### config.mk
export PLATFORM = sky130hd
export DESIGN_NAME = edge_filter_sequencer_flat
export DESIGN_NICKNAME = d
export VERILOG_FILES = /design/src/rtl/edge_filter_sequencer_if.sv /design/src/rtl/edge_filter_sequencer.sv /design/src/flat_wrapper.sv
export SDC_FILE = /design/constraint.sdc
export NUM_CORES = 1
export LEC_CHECK = 0
export BUFFER_PORTS_ARGS = -buffer_cell sky130_fd_sc_hd__buf_4
export CAP_MARGIN = 20
export CORE_AREA = 2 2 287 289
export CTS_BUF_LIST = sky130_fd_sc_hd__clkbuf_4
export DETAILED_ROUTE_END_ITERATION = 7
export DIE_AREA = 0 0 289 291
export GPL_TIMING_DRIVEN = 0
export PLACE_DENSITY = 0.53
export SYNTH_ARGS = -nofsm -noshare
export SYNTH_HDL_FRONTEND = slang
export SYNTH_SLANG_ARGS = --single-unit
### constraint.sdc
create_clock -name clk -period 19.2 [get_ports clk]
set_clock_uncertainty 0.1 [all_clocks]
set_input_delay 3.84 -clock clk [delete_from_list [all_inputs] [get_ports clk]]
set_output_delay 3.84 -clock clk [all_outputs]
set_load 0.05 [all_outputs]
### src/rtl/edge_filter_sequencer_if.sv
// ---------------------------------------------------------------------------
// edge_filter_sequencer_if
//   Handshake bundle for the edge filter sequencer.
//   Upstream row stream : in_valid, in_ready, in_row
//   Downstream result   : out_valid, out_ready, out_data
//   master : the producer of rows and consumer of results (testbench / IDCT side)
//   slave  : the sequencer itself
// ---------------------------------------------------------------------------
interface edge_filter_sequencer_if #(
  parameter int ROW_W = 64,
  parameter int RES_W = 64
);

  logic             in_valid;
  logic             in_ready;
  logic [ROW_W-1:0] in_row;
  logic             out_valid;
  logic             out_ready;
  logic [RES_W-1:0] out_data;

  modport master (
    output in_valid,
    output in_row,
    output out_ready,
    input  in_ready,
    input  out_valid,
    input  out_data
  );

  modport slave (
    input  in_valid,
    input  in_row,
    input  out_ready,
    output in_ready,
    output out_valid,
    output out_data
  );

endinterface

### src/rtl/edge_filter_sequencer.sv
// ---------------------------------------------------------------------------
// edge_filter_sequencer
//   Collects an 8x8 pixel block from a row stream, freezes it in front of the
//   free-running edge filter for its pipeline latency, captures the filter
//   result and offers it downstream over valid/ready.  Rows of the next block
//   may be prefilled while the result waits, except the last row, so a new
//   capture can never overwrite an unconsumed result.
//
// Ports
//   clk          clock, rising edge
//   reset        asynchronous, active-high
//   flush        synchronous abort of the current block (wins over handshakes)
//   bus          handshake bundle (slave view): in_valid/in_ready/in_row,
//                out_valid/out_ready/out_data
//   filt_block   block buffer to the filter, row k at [k*ROW_W +: ROW_W]
//   filt_stable  high while filt_block is complete and frozen
//   filt_result  filter output word
//   busy         high when not idle (state != FILL or rows pending)
//   blk_count    completed output handshakes, wraps silently
//
// state  | meaning
// S_FILL | accepting rows of a block; last row moves to S_WAIT
// S_WAIT | block frozen, counting filter latency, then capture result
// S_OUT  | result offered downstream; rows 0..ROWS-2 may be prefilled
// ---------------------------------------------------------------------------
module edge_filter_sequencer #(
  parameter int ROWS       = 8,
  parameter int ROW_W      = 64,
  parameter int FILTER_LAT = 3,
  parameter int RES_W      = 64,
  parameter int CNT_W      = 16
) (
  input  logic                  clk,
  input  logic                  reset,
  input  logic                  flush,
  edge_filter_sequencer_if.slave bus,
  output logic [ROWS*ROW_W-1:0] filt_block,
  output logic                  filt_stable,
  input  logic [RES_W-1:0]      filt_result,
  output logic                  busy,
  output logic [CNT_W-1:0]      blk_count
);

  localparam int ROW_CW = (ROWS > 1) ? $clog2(ROWS) : 1;
  localparam int LAT_CW = (FILTER_LAT > 0) ? $clog2(FILTER_LAT + 1) : 1;
  localparam logic [ROW_CW-1:0] LAST_ROW = ROW_CW'(ROWS - 1);
  localparam logic [LAT_CW-1:0] LAT_DONE = LAT_CW'(FILTER_LAT);

  typedef enum logic [1:0] {
    S_FILL = 2'd0,
    S_WAIT = 2'd1,
    S_OUT  = 2'd2
  } state_t;

  state_t              state;
  logic [ROW_CW-1:0]   row_cnt;
  logic [LAT_CW-1:0]   lat_cnt;
  logic                in_ready_q;
  logic                out_valid_q;
  logic [RES_W-1:0]    out_data_q;
  logic                filt_stable_q;
  logic                busy_q;

  logic                in_fire;
  logic                out_fire;
  logic [ROW_CW-1:0]   row_cnt_inc;

  assign in_fire     = bus.in_valid & in_ready_q;
  assign out_fire    = out_valid_q & bus.out_ready;
  assign row_cnt_inc = row_cnt + ROW_CW'(1);

  assign bus.in_ready  = in_ready_q;
  assign bus.out_valid = out_valid_q;
  assign bus.out_data  = out_data_q;
  assign filt_stable   = filt_stable_q;
  assign busy          = busy_q;

  always_ff @(posedge clk or posedge reset) begin
    if (reset) begin
      state         <= S_FILL;
      row_cnt       <= '0;
      lat_cnt       <= '0;
      in_ready_q    <= 1'b1;
      out_valid_q   <= 1'b0;
      out_data_q    <= '0;
      filt_stable_q <= 1'b0;
      busy_q        <= 1'b0;
      filt_block    <= '0;
      blk_count     <= '0;
    end else if (flush) begin
      state         <= S_FILL;
      row_cnt       <= '0;
      lat_cnt       <= '0;
      in_ready_q    <= 1'b1;
      out_valid_q   <= 1'b0;
      filt_stable_q <= 1'b0;
      busy_q        <= 1'b0;
    end else begin
      case (state)
        S_FILL: begin
          if (in_fire) begin
            filt_block[int'(row_cnt)*ROW_W +: ROW_W] <= bus.in_row;
            busy_q <= 1'b1;
            if (row_cnt == LAST_ROW) begin
              row_cnt       <= '0;
              lat_cnt       <= '0;
              in_ready_q    <= 1'b0;
              filt_stable_q <= 1'b1;
              state         <= S_WAIT;
            end else begin
              row_cnt <= row_cnt_inc;
            end
          end
        end

        S_WAIT: begin
          lat_cnt <= lat_cnt + LAT_CW'(1);
          if (lat_cnt == LAT_DONE) begin
            out_data_q    <= filt_result;
            out_valid_q   <= 1'b1;
            filt_stable_q <= 1'b0;
            // row_cnt is 0 here, so prefill is allowed unless a block is one row
            in_ready_q    <= (LAST_ROW != '0);
            state         <= S_OUT;
          end
        end

        S_OUT: begin
          if (in_fire) begin
            filt_block[int'(row_cnt)*ROW_W +: ROW_W] <= bus.in_row;
            row_cnt <= row_cnt_inc;
          end
          if (out_fire) begin
            out_valid_q <= 1'b0;
            blk_count   <= blk_count + CNT_W'(1);
            in_ready_q  <= 1'b1;
            busy_q      <= in_fire || (row_cnt != '0);
            state       <= S_FILL;
          end else if (in_fire) begin
            // the last row must wait until the result has been taken
            in_ready_q <= (row_cnt_inc != LAST_ROW);
          end
        end

        default: begin
          state <= S_FILL;
        end
      endcase
    end
  end

endmodule

### src/flat_wrapper.sv
// flat-port wrapper written by rule: the top's interface ports become plain ports
module edge_filter_sequencer_flat 
#(
  parameter int ROWS       = 8,
  parameter int ROW_W      = 64,
  parameter int FILTER_LAT = 3,
  parameter int RES_W      = 64,
  parameter int CNT_W      = 16
)
  (clk, reset, flush, filt_block, filt_stable, filt_result, busy, blk_count, bus_in_valid, bus_in_row, bus_out_ready, bus_in_ready, bus_out_valid, bus_out_data);
  edge_filter_sequencer_if #(.ROW_W(ROW_W), .RES_W(RES_W)) bus_i ();
  input  logic clk;
  input  logic reset;
  input  logic flush;
  output logic [ROWS*ROW_W-1:0] filt_block;
  output logic filt_stable;
  input  logic [RES_W-1:0] filt_result;
  output logic busy;
  output logic [CNT_W-1:0] blk_count;
  input wire logic [$bits(bus_i.in_valid)-1:0] bus_in_valid;
  input wire logic [$bits(bus_i.in_row)-1:0] bus_in_row;
  input wire logic [$bits(bus_i.out_ready)-1:0] bus_out_ready;
  output wire logic [$bits(bus_i.in_ready)-1:0] bus_in_ready;
  output wire logic [$bits(bus_i.out_valid)-1:0] bus_out_valid;
  output wire logic [$bits(bus_i.out_data)-1:0] bus_out_data;
  assign bus_i.in_valid = bus_in_valid;
  assign bus_i.in_row = bus_in_row;
  assign bus_i.out_ready = bus_out_ready;
  assign bus_in_ready = bus_i.in_ready;
  assign bus_out_valid = bus_i.out_valid;
  assign bus_out_data = bus_i.out_data;
  edge_filter_sequencer #(.ROWS(ROWS), .ROW_W(ROW_W), .FILTER_LAT(FILTER_LAT), .RES_W(RES_W), .CNT_W(CNT_W)) u_core (.clk(clk), .reset(reset), .flush(flush), .bus(bus_i), .filt_block(filt_block), .filt_stable(filt_stable), .filt_result(filt_result), .busy(busy), .blk_count(blk_count));
endmodule
# ---- Word level (Yosys, flattened, before mapping)
# Index checks and enable logic that the tools add are counted.
dict set report totals {
  reg_bits 603
  inputBits 133
  out_inout_bits 596
  word_cells 83
}
dict set report classes {
  addsub 4
  eq_ne 11
  shifts 2
  n_mux 35
  bitwise 3
  n_reduce_logical 18
}
# operator count
set op_table {}
lappend op_table {{$bwmux W512} 1}
lappend op_table {{$shift A64 B33 Y512 const A} 1}
lappend op_table {{$shiftx A64 B33 Y512} 1}
lappend op_table {{$neg A9 Y33} 1}
lappend op_table {{$reduce_and A3 Y1} 7}
lappend op_table {{$add A16 B1 Y16 const B} 1}
lappend op_table {{$mux W2} 8}
lappend op_table {{$mux W1} 15}
lappend op_table {{$ne A3 B2 Y1 const B} 5}
lappend op_table {{$mux W3} 4}
lappend op_table {{$reduce_bool A3 Y1} 4}
lappend op_table {{$reduce_and A4 Y1} 2}
lappend op_table {{$pmux W1 S2} 3}
lappend op_table {{$pmux W2 S3} 1}
lappend op_table {{$pmux W3 S2} 1}
lappend op_table {{$reduce_and A5 Y1} 1}
lappend op_table {{$eq A2 B2 Y1 const B} 2}
lappend op_table {{$ne A4 B2 Y1 const B} 1}
lappend op_table {{$pmux W2 S2} 1}
lappend op_table {{$reduce_bool A4 Y1} 1}
lappend op_table {{$add A3 B1 Y3 const B} 1}
lappend op_table {{$eq A3 B3 Y1 const B} 1}
lappend op_table {{$ne A3 B3 Y1 const B} 1}
lappend op_table {{$pmux W1 S3} 1}
lappend op_table {{other kinds (7)} 8}

# ---- Logic depth before layout (Yosys ltp)
dict set report depth {
  ltp_word 6
  mapped_depth 12
  ltp_nobuf 7
}

# ---- Least setup slack after synthesis
# Ideal clock, no wire load.
dict set report synth_timing {
  path_kind {input -> register}
  startpoint {in flush}
  endpoint {reg u_core.filt_block[420]}
  setup_ns 0.125
  arrival_ns 5.457
  required_time_ns 18.975
  setup_slack_ns 13.517
  stages 8
  path_buffers 4
  path_cell_list {or2_1 clkbuf_1 or3_1 buf_2 or2_1 buf_6 buf_6 mux2_4}
}
dict set report synth_via {
  elab_chain_cells 2
}
# element line
set synth_rtl {}
lappend synth_rtl {{from (decl)} flat_wrapper.sv:14} ;# input logic flush;
lappend synth_rtl {{$not A1 Y1 (no source line)} --}
lappend synth_rtl {{$reduce_and A3 Y1 (no source line)} --}
lappend synth_rtl {{to (signal, indexed assignment)} edge_filter_sequencer.sv:102} ;# filt_block[int'(row_cnt)*ROW_W +: ROW_W] <= bus.in_row;
lappend synth_rtl {{to (signal, indexed assignment)} edge_filter_sequencer.sv:130} ;# filt_block[int'(row_cnt)*ROW_W +: ROW_W] <= bus.in_row;
lappend synth_rtl {{to (decl)} edge_filter_sequencer.sv:37} ;# output logic [ROWS*ROW_W-1:0] filt_block,
# No other way between the ends.
# A chain may end at the register's enable or synchronous reset.

# ---- Final worst setup path
dict set report layout_timing {
  startpoint {reg u_core.in_ready_q (netlist: u_core.bus.in_ready)}
  endpoint {out bus_in_ready}
}
# element line
set layout_rtl {}
lappend layout_rtl {{from (decl)} edge_filter_sequencer.sv:58} ;# logic in_ready_q;
lappend layout_rtl {{from (signal assigned)} edge_filter_sequencer.sv:123} ;# in_ready_q <= (LAST_ROW != '0);
lappend layout_rtl {{from (signal assigned)} edge_filter_sequencer.sv:141} ;# in_ready_q <= (row_cnt_inc != LAST_ROW);
lappend layout_rtl {{to (decl)} flat_wrapper.sv:23} ;# output wire logic [$bits(bus_i.in_ready)-1:0] bus_in_ready;
# No word-level cell between the ends.

==> metrics.txt <==
Initial Utilization just under 30%; Yosys cell types 45; Clk Latency, worst-skew pair 1.00 ns; outcome complete, no violations; routed wire length per instance 23.4 µm; Slowest cell on crit path dfstp_2; synthesis-stage register bit count 603; vias per inst approximately 4.7; hold-critical path depth 1; Fin. Hold Viols 0; Adder-Cell Fraction of Synth Area less than 1%; RSZ-0062 raised after global routing no; reg-to-reg endpoint u_core.filt_block[147]$_DFFE_PP0P_; hold_sp u_core.blk_count[15]$_DFFE_PP0P_; Setup TNS Final 0 ns; synth top area cells dfrtp_1, mux2_2, o21ai_0; Via Count 18200; buffer and inverter count on the worst path 1; critical path, cell by cell buf_4; CTS tree built; average size of a mapped cell approximately 13 µm²; Worst VDD drop 59.4 µV; Yosys warning count 0; core area 0.0812 mm²; GP Congestion 0.822; routed wire length 91100 µm; nets@finish about 2800; Post-synth ARST share 100%; Layout area overhead 39.6%; Static Leakage ~17 nW; fill count between 7000 and 8000; synthesized net count 1920; clk sinks 603; first-pass GRT wire length 133000 µm; commonest register cell after synthesis dfrtp_1; share of cells above drive strength 1 53.1%; sequential fraction of the synthesis area between 60 and 70%; number of synthesized flops with an enable pin 0; compound-cell area share of the yosys netlist 5.23%; buffer count from post-CTS setup fixing 0; Min Clock Period, post-route 5.78 ns; WP data arrival 1.84 ns; final max-slew violation count 0; post-route non-filler standard cell count slightly below 4000; XOR/XNOR Fraction of Synth Area 0.549%; chip height 291 µm; reg-to-reg startpoint u_core.row_cnt[0]$_DFFE_PP0P_; Worst Setup End Kind output port; largest net degree at the start of global routing 45; CP max stage delay 0.61 ns; first-pass iteration count of the detailed router 5; clock buffer depth 3; final core utilization 41.1%; count leader, synth dfrtp_1; Clock Pin Slew Worst Setup and Hold Paths 0.06 ns; drt first-iter violations 760; final routed DRC violation total 0; I/O pin count 729; Rows between 100 and 150; CTS HTree Levels 4; die width 289 µm; Mapped Area 0.0239 mm²; Register-to-Register Setup Slack 15.20 ns; Post-Route Hold Slack 0.379 ns; total gr overflow 0; register area roughly 0.015 mm²; Hold Crit Class reg -> reg; worst r2r path cells 11; Setup CP Type reg -> out; WP data required 15.26 ns; post-route ant nets 0; DP HPWL ~70000 µm; mux contribution to synthesized area 20.9%; biggest area consumer among synthesized cells dfrtp_1; Root Buffer clkbuf_4; period utilization 30.1%; crit-path max FO 7; family with the most delay on the worst path flip-flops; top cell type's share of synthesized area 63.0%; P per Cell Area approximately 110 mW/mm²; Placed Instances roughly 3600; hold buffer count at CTS 0; total CTS buffers 170; Post-CTS Resized 0; vias in the first global route around 20000; max cap viols 0; multi-input combinational cell area about 0.0081 mm²; max frequency between 0.15 and 0.2 GHz; Setup violations, final 0; GR Util All Layers 21.5%; Worst Tran Pin Value 1.05 ns; initial antenna violation count 4; I/O Buffers 728; relative slew slack 30.0%; Post-Synthesis Cells 1775; main combinational cell family by area after synthesis multiplexers; Startpoint Class flop; synth cell count leaders dfrtp_1, mux2_2, nand2_1, o21ai_0, clkbuf_1; Total Power approximately 0.0037 W; hold worst-path end u_core.blk_count[15]$_DFFE_PP0P_; simple-gate area share of the yosys netlist 6.59%; DIE AREA 0.0841 mm²
## sequential cells by signal, summed over array words and instances (netlist names)
| signal | flops |
|---|---|
| u_core.bus.in_ready | 1 |
| u_core.lat_cnt | 2 |
| u_core.filt_stable | 1 |
| u_core.bus.out_valid | 1 |
| u_core.filt_block | 512 |
| u_core.blk_count | 16 |
| u_core.busy | 1 |
| u_core.state | 2 |
| u_core.row_cnt | 3 |
| u_core.bus.out_data | 64 |
## logic make-up after synthesis
logic type                 count (synthesis)
xor gates and xnor gates                  15
muxes                                    442
AOI/OAI and AO/OA                        215
buffers and inverters                    164
adders and majority gates                 12
and+or+nand+nor                          324
DFF                                      603
## cell type report
class	count	area share, %
clock buffer	252	5.67
clock inverter	46	0.997
antenna	2	0.0150
inverter	52	0.596
sequential	603	45.2
multi-input combinational	1008	24.3
timing repair buffer	752	17.7
buffer	112	1.54
tap	1070	4.01
## worst max path at each step
stage,slack (ns),start,endpoint,depth (start not counted)
after global routing,13.28,u_core.bus.in_ready$_DFFE_PP1P_,bus_in_ready,1
after CTS,13.29,u_core.bus.in_ready$_DFFE_PP1P_,bus_in_ready,1
final,13.42,u_core.bus.in_ready$_DFFE_PP1P_,bus_in_ready,1
after floorplan,7.04,reset,u_core.blk_count[0]$_DFFE_PP0P_,1
after global placement,3.69,reset,u_core.bus.out_data[50]$_DFFE_PP0P_,2
after detailed placement,12.48,flush,u_core.filt_block[147]$_DFFE_PP0P_,8
## layout by cell type, fill, tap and decap left out, types with 10 or more instances in the layout
cell,n
nor2_1,13
clkbuf_1,68
o31ai_1,52
a21oi_1,11
dfrtp_1,602
buf_4,729
buf_12,17
clkbuf_4,252
and2_1,66
o21ai_0,137
clkinv_1,27
buf_6,10
nand3_1,48
mux2_2,422
nand2_1,154
inv_1,51
mux2_1,10
buf_2,29
ha_1,12
## where the power goes
part	switching, W	internal [W]	total (W)
clock network	0.000572	0.000656	0.00123
registers	0.0000752	0.00141	0.00148
logic	0.000713	0.000302	0.00102
## routing by layer
| metal | vias to the layer above | track usage (%) | wire, µm |
|---|---|---|---|
| li1 | 8115 | - | - |
| met1 | 9291 | 25.4 | 36300 |
| met2 | 691 | 36.3 | 45400 |
| met3 | 150 | 6.53 | 6380 |
| met4 | 2 | 8.49 | 3030 |
| met5 | - | 0 | 10 |
## metrics by stage
stage	worst slack [ns]	cell area, µm²
2_1_floorplan	7.04	23900
3_3_place_gp	3.69	30700
3_5_place_dp	12.48	31200
4_1_cts	13.29	33400
5_1_grt	13.28	33400
6_report	13.42	33400
No activity file was read; power rests on OpenSTA's default activity.
